## src/rtl/rng_ctrl.sv

```systemverilog
// rng_ctrl: bus controller for the 16-bit Fibonacci LFSR random source.
// Define RNG_IRQ_EN to add the registered IRQ output (VALID-rise interrupt).
module rng_ctrl #(
    parameter logic [15:0] SEED      = 16'hBABE,
    parameter int          MIX_STEPS = 8,
    parameter int          CNT_W     = 4
) (
    input  logic       clk,
    input  logic       reset,
    input  logic       CS,
    input  logic       WE,
    input  logic [1:0] ADDR,
    input  logic [7:0] DI,
    output logic [7:0] DO
`ifdef RNG_IRQ_EN
    ,
    output logic       IRQ
`endif
);

    typedef enum logic {
        IDLE,
        MIX
    } state_t;

    localparam logic [CNT_W-1:0] CNT_INIT = CNT_W'(MIX_STEPS);
    localparam logic [CNT_W-1:0] CNT_ONE  = CNT_W'(1);

    state_t           state;
    logic [15:0]      lfsr;
    logic [7:0]       hi_latch;
    logic [7:0]       seed_lo;
    logic [CNT_W-1:0] cnt;
    logic             valid;
    logic             underrun;
    logic             run;
    logic             ie;
    logic             seed_phase;

    logic             rd;
    logic             wr;
    logic             rd_lo;
    logic             rd_st;
    logic             wr_ctl;
    logic             wr_seed;
    logic             seed_load;
    logic [15:0]      seed_word;
    logic [15:0]      lfsr_step;
`ifdef RNG_IRQ_EN
    logic             ie_nxt;
`endif

    // Bus strobe decode, seed word selection and next LFSR value.
    always_comb begin
        rd        = CS & ~WE;
        wr        = CS & WE;
        rd_lo     = rd && (ADDR == 2'd0);
        rd_st     = rd && (ADDR == 2'd2);
        wr_ctl    = wr && (ADDR == 2'd2);
        wr_seed   = wr && (ADDR == 2'd3);
        seed_load = wr_seed & seed_phase;
        seed_word = {DI, seed_lo};
        if (seed_word == 16'h0000)
            seed_word = SEED;
        lfsr_step = {lfsr[14:0],
                     lfsr[15] ^ lfsr[13] ^ lfsr[12] ^ lfsr[10]};
`ifdef RNG_IRQ_EN
        ie_nxt    = wr_ctl ? DI[1] : ie;
`endif
    end

    // Read mux; low byte is live, high byte comes from the read latch.
    always_comb begin
        case (ADDR)
            2'd0:    DO = lfsr[7:0];
            2'd1:    DO = hi_latch;
            2'd2:    DO = {valid, underrun, seed_phase, 3'b000, ie, run};
            default: DO = seed_lo;
        endcase
    end

    // Controller FSM: owns LFSR stepping, mix burst, status and seeding.
    always_ff @(posedge clk or posedge reset) begin
        if (reset) begin
            state      <= IDLE;
            lfsr       <= SEED;
            hi_latch   <= SEED[15:8];
            seed_lo    <= 8'h00;
            cnt        <= '0;
            valid      <= 1'b1;
            underrun   <= 1'b0;
            run        <= 1'b0;
            ie         <= 1'b0;
            seed_phase <= 1'b0;
`ifdef RNG_IRQ_EN
            IRQ        <= 1'b0;
`endif
        end else begin
            // Status read clears underrun; a same-edge set below wins.
            if (rd_st)
                underrun <= 1'b0;

            if (wr_ctl) begin
                run <= DI[0];
                ie  <= DI[1];
            end

            if (wr_seed) begin
                if (!seed_phase) begin
                    seed_lo    <= DI;
                    seed_phase <= 1'b1;
                end else begin
                    seed_phase <= 1'b0;
                end
            end

`ifdef RNG_IRQ_EN
            if (rd_lo || (wr_ctl && !DI[1]))
                IRQ <= 1'b0;
`endif

            case (state)
                IDLE: begin
                    if (seed_load) begin
                        lfsr     <= seed_word;
                        hi_latch <= seed_word[15:8];
                    end else if (run || (wr_ctl && DI[2])) begin
                        lfsr <= lfsr_step;
                    end
                    if (rd_lo) begin
                        hi_latch <= lfsr[15:8];
                        if (!run) begin
                            state <= MIX;
                            cnt   <= CNT_INIT;
                            valid <= 1'b0;
                        end
                    end
                end

                MIX: begin
                    // A seed load replaces this cycle's step.
                    if (seed_load) begin
                        lfsr     <= seed_word;
                        hi_latch <= seed_word[15:8];
                    end else begin
                        lfsr <= lfsr_step;
                    end

                    if (wr_ctl && DI[0]) begin
                        state <= IDLE;
                        valid <= 1'b1;
                        cnt   <= '0;
`ifdef RNG_IRQ_EN
                        if (ie_nxt)
                            IRQ <= 1'b1;
`endif
                    end else if (rd_lo) begin
                        underrun <= 1'b1;
                        hi_latch <= lfsr[15:8];
                        cnt      <= CNT_INIT;
                    end else if (seed_load) begin
                        cnt <= CNT_INIT;
                    end else begin
                        cnt <= cnt - CNT_ONE;
                        if (cnt == CNT_ONE) begin
                            state <= IDLE;
                            valid <= 1'b1;
`ifdef RNG_IRQ_EN
                            if (ie_nxt)
                                IRQ <= 1'b1;
`endif
                        end
                    end
                end

                default: begin
                    state <= IDLE;
                    valid <= 1'b1;
                end
            endcase
        end
    end

endmodule

```

## config.mk

```make
export PLATFORM = sky130hd
export DESIGN_NAME = rng_ctrl
export DESIGN_NICKNAME = d
export VERILOG_FILES = /design/src/rtl/rng_ctrl.sv
export SDC_FILE = /design/constraint.sdc
export NUM_CORES = 1
export LEC_CHECK = 0
export CAP_MARGIN = 25
export CORE_MARGIN = 8
export CORE_UTILIZATION = 57
export DETAILED_ROUTE_END_ITERATION = 6
export HOLD_SLACK_MARGIN = 0.1
export PLACE_DENSITY = 0.78
export SYNTH_ARGS = -nofsm -noshare
export SYNTH_HDL_FRONTEND = slang
export SYNTH_SLANG_ARGS = --single-unit
```

## constraint.sdc

```tcl
create_clock -name clk -period 1.9 [get_ports clk]
set_input_delay 0.38 -clock clk [delete_from_list [all_inputs] [get_ports clk]]
set_output_delay 0.38 -clock clk [all_outputs]
set_load 0.01 [all_outputs]
```

==> results of run 1 <==
-- layout make-up --
class,instances,area (um2)
clock buffers,7,86.3
clock inverters,1,5.00
fillers,251,1000
inverters,5,18.8
multi-input cells,160,1090
flip-flops and latches,42,1070
well taps,50,62.6
repair buffers,65,612
-- logic make-up (layout without fill, tap and decap cells) --
kind of cell    after synthesis  in the layout  synth area share
compound gates               55             55             0.154
xor+xnor                      5              5            0.0191
fa+ha+maj                     2              2            0.0109
buf+inv                      22             78            0.0605
flops                        42             42             0.467
mux                          21             21             0.124
simple gates                 77             77             0.165
-- per-stage QoR --
step           std cells   util  cell area, um2  TNS [ns]  power [mW]
2_1_floorplan        224      -            2300         0        2.77
3_3_place_gp         321  0.722            2850    -10.85        3.40
3_5_place_dp         321  0.722            2850    -11.28        3.47
4_1_cts              330  0.746            2940         0        4.05
5_1_grt              330  0.746            2940         0        4.32
6_report             330  0.746            2940         0        4.05
-- worst min path at each step --
stage	start	to	slack, ns	cells past startpoint
global placement	lfsr[3]	lfsr[3]	0.46	2
finish	reset	cnt[3]	0.45	3
global route	reset	cnt[3]	0.47	3
detailed placement	lfsr[9]	lfsr[9]	0.46	2
CTS	reset	seed_lo[7]	0.45	3
floorplan	lfsr[3]	lfsr[3]	0.45	2
-- registers in the layout, indices dropped and copies added (netlist names), 4 cells and up --
signal	flops
seed_lo	8
cnt	4
hi_latch	8
lfsr	16
-- routing by layer --
metal / wire [um] / GRT usage
met1: 2370 / 0.249
met4: 119 / 0.0759
met3: 375 / 0.0439
met2: 2790 / 0.319
met5: 0 / 0
-- power groups by stage --
stage	registers, mW	logic, mW	clock network, mW
floorplan	1.69	1.08	0
detailed placement	1.83	1.64	0
global placement	1.81	1.59	0
finish	1.82	1.63	0.598
CTS	1.81	1.63	0.607
global route	1.88	1.79	0.647
-- Yosys cell counts (2+ instances only) --
| cell | number |
|---|---|
| nand2_1 | 33 |
| xor2_1 | 3 |
| buf_6 | 5 |
| dfstp_2 | 17 |
| o31ai_2 | 5 |
| clkbuf_1 | 3 |
| mux4_2 | 5 |
| nand2b_1 | 3 |
| inv_1 | 5 |
| buf_2 | 6 |
| dfrtp_1 | 25 |
| mux2_2 | 9 |
| xnor2_1 | 2 |
| nor3_1 | 13 |
| buf_4 | 3 |
| o21ai_1 | 19 |
| a31oi_1 | 4 |
| mux2i_1 | 7 |
| nor2_1 | 12 |
| a21oi_1 | 5 |
| o21ai_0 | 16 |
| nand3_1 | 4 |
| ha_1 | 2 |
| nor4_1 | 4 |
-- worst min-delay path, delay by kind of cell --
family                 cells  cell delay, ns
buffers and inverters      3            0.74
-- timing repair --
action / in CTS / in global routing
setup buffers: 1 / 0
gates resized for setup: 33 / 0
setup endpoints to repair: 11 / 0
==> summary.md, run 1 <==
| Metric | Value |
|---|---|
| Pint | `2.59 mW` |
| Clk slew on worst S/H paths | `0.08 ns` |
| GP Congestion | `a little under 0.9` |
| Via count | `roughly 1.9k` |
| CTS buffer count | `5` |
| Delay-heaviest family, CP | `buffers and inverters` |
| Starting Density | `0.583` |
| DRT iter0 DRCs | `approximately 190` |
| Final worst setup slack | `about 0.12 ns` |
| Crit path launch type | `primary input` |
| CTS tree | `done` |
| Antenna Violating Nets Remaining | `0` |
| Cell row count | `23` |
| Post-synth ARST share | `1.00` |
| Critical Path AT | `1.40 ns` |
| Peak supply drop | `907 uV` |
| Pwr/cell area | `between 1000 and 1500 nW/um2` |
| Max Clock Skew | `roughly 0.012 ns` |
| Hold crit path type | `in -> async` |
| Final hold vios | `0` |
| Horiz. Die Dim | `79.5 um` |
| Most frequent cells in the layout | `buf_4, nand2_1, dfrtp_1, o21ai_1, dfstp_2` |
| DP Worst Slack | `-0.487 ns` |
| Netlist cell types | `38` |
| Synth area leaders | `dfrtp_1, dfstp_2, nand2_1` |
| Die Area | `about 6300 um2` |
| Net Count, Synth | `between 200 and 250` |
| Clk pwr share | `0.148` |
| Share of layout cells above drive strength 1 | `0.346` |
| Sw frac | `0.360` |
| Max FO, Critical Path | `7` |
| Outcome | `complete, no violations` |
| Area of the core | `between 3000 and 4000 um2` |
| Die Ht | `around 80 um` |
| First-pass detailed-route iteration total | `4` |
| Routed WL | `approximately 5700 um` |
| Dpl hpwl | `4010 um` |
| Critical path depth | `6` |
| Clk root buf | `clkbuf_8` |
| Fin nets | `a little under 300` |
| Most common cell on crit path | `buf_6` |
| RSZ-0062 raised after global routing | `no` |
| Routed wire length per instance | `17.1 um` |
| P_sw | `1.46 mW` |
| Max-cap viol count | `0` |
| Ys Warns | `0` |
| Worst-margin pin slew | `around 0.35 ns` |
| Tmin final | `between 1.5 and 2 ns` |
| Slew HR | `0.768` |
| Vias in the first global route | `2003` |
| Register area share after synthesis | `0.467` |
| Ant diodes | `0` |
| Initial antenna violation count | `0` |
| Hold_ws | `about 0.45 ns` |
| Final Setup Violations | `0` |
| Critical Path RT | `roughly 1.5 ns` |
| Gr ovfl total | `0` |
| Final period util | `0.934` |
| Slowest stage cell, crit path | `clkdlybuf4s15_1` |
| Worst-Skew Late Latency | `about 0.30 ns` |
| Drc violations | `0` |
| R2r startpoint | `seed_lo[5]` |
| Top FF cell, synth | `dfrtp_1` |
| Hold-fix buffers, CTS | `0` |
| Reg power frac | `0.450` |
| GRT Overall Usage | `0.197` |
| Yosys top cell area share | `0.272` |
| R2R depth | `6` |
| Logic pwr share | `0.402` |
| Crit path launch | `ADDR[0]` |
| Post-synth EDFFs | `0` |
| CP cell instances | `dlygate4sd2_1 -> buf_6 -> buf_6 -> mux2i_1 -> o21ai_0 -> clkdlybuf4s15_1` |
| IO buf count | `21` |
| Max Slew Vio Count | `0` |
| Commonest non-fill, non-tap cell in the layout | `buf_4` |
| Max Clock Freq | `~0.56 GHz` |
| DR vias/cell | `roughly 5.8` |
| CP Capture Point | `DO[4]` |
| Avg Inst Size Synth | `~10 um2` |
| CTS H-Tree Depth | `2` |
| Crit path largest cell delay | `0.26 ns` |
| Largest net degree at the start of global routing | `43` |
| Clock sink count | `42` |
| Synth Cell Area | `approximately 2300 um2` |
| Post-Syn Instances | `around 220` |
| First-pass GRT wire length | `9830 um` |
| Worst reg-to-reg setup slack | `between 0.2 and 0.25 ns` |
| CTS Buffer Depth | `2` |
| LEAKAGE | `~1.3 nW` |
| FF+latch count, synth | `42` |
| Crit Path Class | `in -> out` |
| Dominant cell type by area after synthesis | `dfrtp_1` |
| Reg2Reg Capture Point | `hi_latch[3]` |
| Critical Path Sink Type | `output pin` |
| P&R area growth vs syn | `28.1%` |
| Buf/Inv on CP | `4` |
| Ports | `22` |
Power figures use the tool's default switching activity.
==> run 2: changes to the inputs <==
- HOLD_SLACK_MARGIN: 0.1 -> 0.08
==> results of run 2 <==
Same layout as run 1: the final DEF is identical, and so are final timing and power.
==> run 3: changes to the inputs <==
- MAX_ROUTING_LAYER: not set -> met4
==> run 3 against run 2 <==
Net effect: cell area unchanged; maximum frequency barely moved; register-to-register slack got worse by 0.02 ns; clock-buffer cell count did not move; sequential power about the same; core utilization unchanged; hold slack about the same; critical path depth did not move; critical path type is now in -> reg.
==> summary.md, run 3 (synthesis gave the netlist of run 1 again) <==
| Metric | Value |
|---|---|
| P&R area growth vs syn | `28.1% (unchanged)` |
| Clk pwr share | `0.148 (about the same)` |
| Slew HR | `0.760 (was 0.768)` |
| Share of layout cells above drive strength 1 | `0.346 (unchanged)` |
| Top Registers | `lfsr x16, hi_latch x8, seed_lo x8 (unchanged)` |
| CTS H-Tree Depth | `2 (unchanged)` |
| Fin nets | `295 (unchanged)` |
| Final Setup Violations | `0 (unchanged)` |
| Via count | `1906 (was 1916)` |
| Worst-margin pin slew | `0.357 ns (was 0.345 ns)` |
| Max Clock Skew | `0.0122 ns (was 0.0119 ns)` |
| Crit path launch type | `primary input (unchanged)` |
| Peak supply drop | `908 uV (was 907 uV)` |
| Clk slew on worst S/H paths | `0.08 ns (about the same)` |
| Max Clock Freq | `0.563 GHz (about the same)` |
| Initial antenna violation count | `0 (unchanged)` |
| Starting Density | `0.583 (unchanged)` |
| P_sw | `1.46 mW (about the same)` |
| Clock sink count | `42 (unchanged)` |
| Met1 usage | `0.250 (was 0.249)` |
| Max reg flops | `16 (unchanged)` |
| IO buf count | `21 (unchanged)` |
| Critical Path Sink Type | `flop (was output pin)` |
| Hold crit path type | `in -> async (unchanged)` |
| LEAKAGE | `1.26 nW (unchanged)` |
| Die Area | `6320 um2 (unchanged)` |
| Ant diodes | `0 (unchanged)` |
| Vias in the first global route | `2000 (was 2003)` |
| Critical Path AT | `1.99 ns (was 1.40 ns)` |
| Horiz. Die Dim | `79.5 um (unchanged)` |
| Crit Path Class | `in -> reg (was in -> out)` |
| Post-DP Area | `2850 um2 (unchanged)` |
| Routed wire length per instance | `17.1 um (about the same)` |
| Most flop-heavy register | `lfsr (unchanged)` |
| CTS tree | `done (unchanged)` |
| DRT iter0 DRCs | `161 (was 188)` |
| Logic pwr share | `0.401 (was 0.402)` |
| CTS Buffer Depth | `2 (unchanged)` |
| Final instance area | `2940 um2 (unchanged)` |
| Ports | `22 (unchanged)` |
| Outcome | `complete, no violations (unchanged)` |
| DP Worst Slack | `-0.487 ns (unchanged)` |
| Routed WL | `5650 um (about the same)` |
| Die Ht | `79.5 um (unchanged)` |
| Worst reg-to-reg setup slack | `0.20 ns (was 0.22 ns)` |
| Max FO, Critical Path | `5 (was 7)` |
| Drc violations | `0 (unchanged)` |
| CTS buffer count | `5 (unchanged)` |
| R2r startpoint | `seed_lo[5] (unchanged)` |
| Largest net degree at the start of global routing | `43 (unchanged)` |
| Slowest stage cell, crit path | `clkdlybuf4s50_1 (was clkdlybuf4s15_1)` |
| Crit path largest cell delay | `0.42 ns (was 0.26 ns)` |
| Gr ovfl total | `0 (unchanged)` |
| Clk root buf | `clkbuf_8 (unchanged)` |
| Antenna Violating Nets Remaining | `0 (unchanged)` |
| Final hold vios | `0 (unchanged)` |
| Pwr/cell area | `1380 nW/um2 (about the same)` |
| First-pass detailed-route iteration total | `4 (unchanged)` |
| Final period util | `0.935 (was 0.934)` |
| Reg power frac | `0.451 (was 0.450)` |
| Critical Path RT | `2.12 ns (was 1.52 ns)` |
| Area of the core | `3940 um2 (unchanged)` |
| Post-layout util | `0.746 (unchanged)` |
| Most used routing layer | `met2 (unchanged)` |
| Buf/Inv on CP | `2 (was 4)` |
| Sw frac | `0.360 (about the same)` |
| DR vias/cell | `5.78 (was 5.81)` |
| Most frequent cells in the layout | `buf_4, nand2_1, dfrtp_1, o21ai_1, dfstp_2 (unchanged)` |
| Met2 Use GR | `0.319 (about the same)` |
| Reg2Reg Capture Point | `hi_latch[3] (unchanged)` |
| GP Congestion | `0.891 (was 0.876)` |
| Max-cap viol count | `0 (unchanged)` |
| RSZ-0062 raised after global routing | `no (unchanged)` |
| Dpl hpwl | `4010 um (unchanged)` |
| Max Slew Vio Count | `0 (unchanged)` |
| M3 GR Usage | `0.0439 (unchanged)` |
| Worst-Skew Late Latency | `0.30 ns (about the same)` |
| Commonest non-fill, non-tap cell in the layout | `buf_4 (unchanged)` |
| R2R depth | `6 (unchanged)` |
| CP cell instances | `clkdlybuf4s50_1 -> nor4_1 -> and4_1 -> buf_4 -> nor3_1 -> o31ai_2 (was dlygate4sd2_1 -> buf_6 -> buf_6 -> mux2i_1 -> o21ai_0 -> clkdlybuf4s15_1)` |
| Cell row count | `23 (unchanged)` |
| Tmin final | `1.78 ns (about the same)` |
| Setup TNS | `0 ns (unchanged)` |
| Final worst setup slack | `0.124 ns (was 0.125 ns)` |
| Delay-heaviest family, CP | `simple AND/OR/NAND/NOR gates (was buffers and inverters)` |
| First-pass GRT wire length | `9830 um (about the same)` |
| GRT Overall Usage | `0.203 (was 0.197)` |
| Pint | `2.59 mW (about the same)` |
==> run 3: how the worst max path moves through the flow <==
stage                        from     endpoint  slack (ns)  cells past startpoint
after global routing        DI[0]  hi_latch[1]        0.04                      7
after floorplan           ADDR[1]        DO[0]        0.13                      3
after CTS                 ADDR[0]        DO[4]        0.12                      6
after global placement    ADDR[1]        DO[7]       -0.49                      4
after detailed placement  ADDR[1]        DO[5]       -0.49                      4
final                       DI[3]  hi_latch[3]        0.12                      6
==> run 3: timing repair <==
action	4_1_cts	5_1_grt
endpoints found under the setup margin	11	0
setup buffers	1	0
gates resized for setup	33	0
hold buffers	0	0
==> run 3: tightest hold or removal path, cell delays in order <==
cell	delay, ns
clkdlybuf4s50_1	0.40
inv_1	0.10
buf_12	0.24
==> run 3: metrics by stage <==
| stage | cells | hold slack, ns | power (mW) |
|---|---|---|---|
| after floorplan | 224 | 0.448 | 2.77 |
| after global placement | 321 | 0.457 | 3.40 |
| after detailed placement | 321 | 0.464 | 3.47 |
| after CTS | 330 | 0.454 | 4.05 |
| after global routing | 330 | 0.467 | 4.32 |
| final | 330 | 0.447 | 4.05 |
==> run 3: area by class of cell <==
type	count	area, um2
Sequential cell	42	1070
Inverter	5	18.8
Fill cell	251	1000
Timing Repair Buffer	65	612
Multi-Input combinational cell	160	1090
Clock buffer	7	86.3
Clock inverter	1	5.00
Tap cell	50	62.6
==> run 3: power by group through the flow <==
stage	clock network (mW)	logic, mW	registers, mW
6_report	0.598	1.62	1.83
5_1_grt	0.647	1.79	1.88
4_1_cts	0.607	1.63	1.81
3_5_place_dp	0	1.64	1.83
3_3_place_gp	0	1.59	1.81
2_1_floorplan	0	1.08	1.69
==> run 3: layer usage <==
| layer | wire length [um] | vias to the layer above | part of all wire |
|---|---|---|---|
| met5 | 0 | - | 0 |
| met2 | 2830 | 58 | 0.50 |
| li1 | - | 908 | - |
| met1 | 2450 | 930 | 0.43 |
| met3 | 275 | 10 | 0.049 |
| met4 | 92 | 0 | 0.016 |
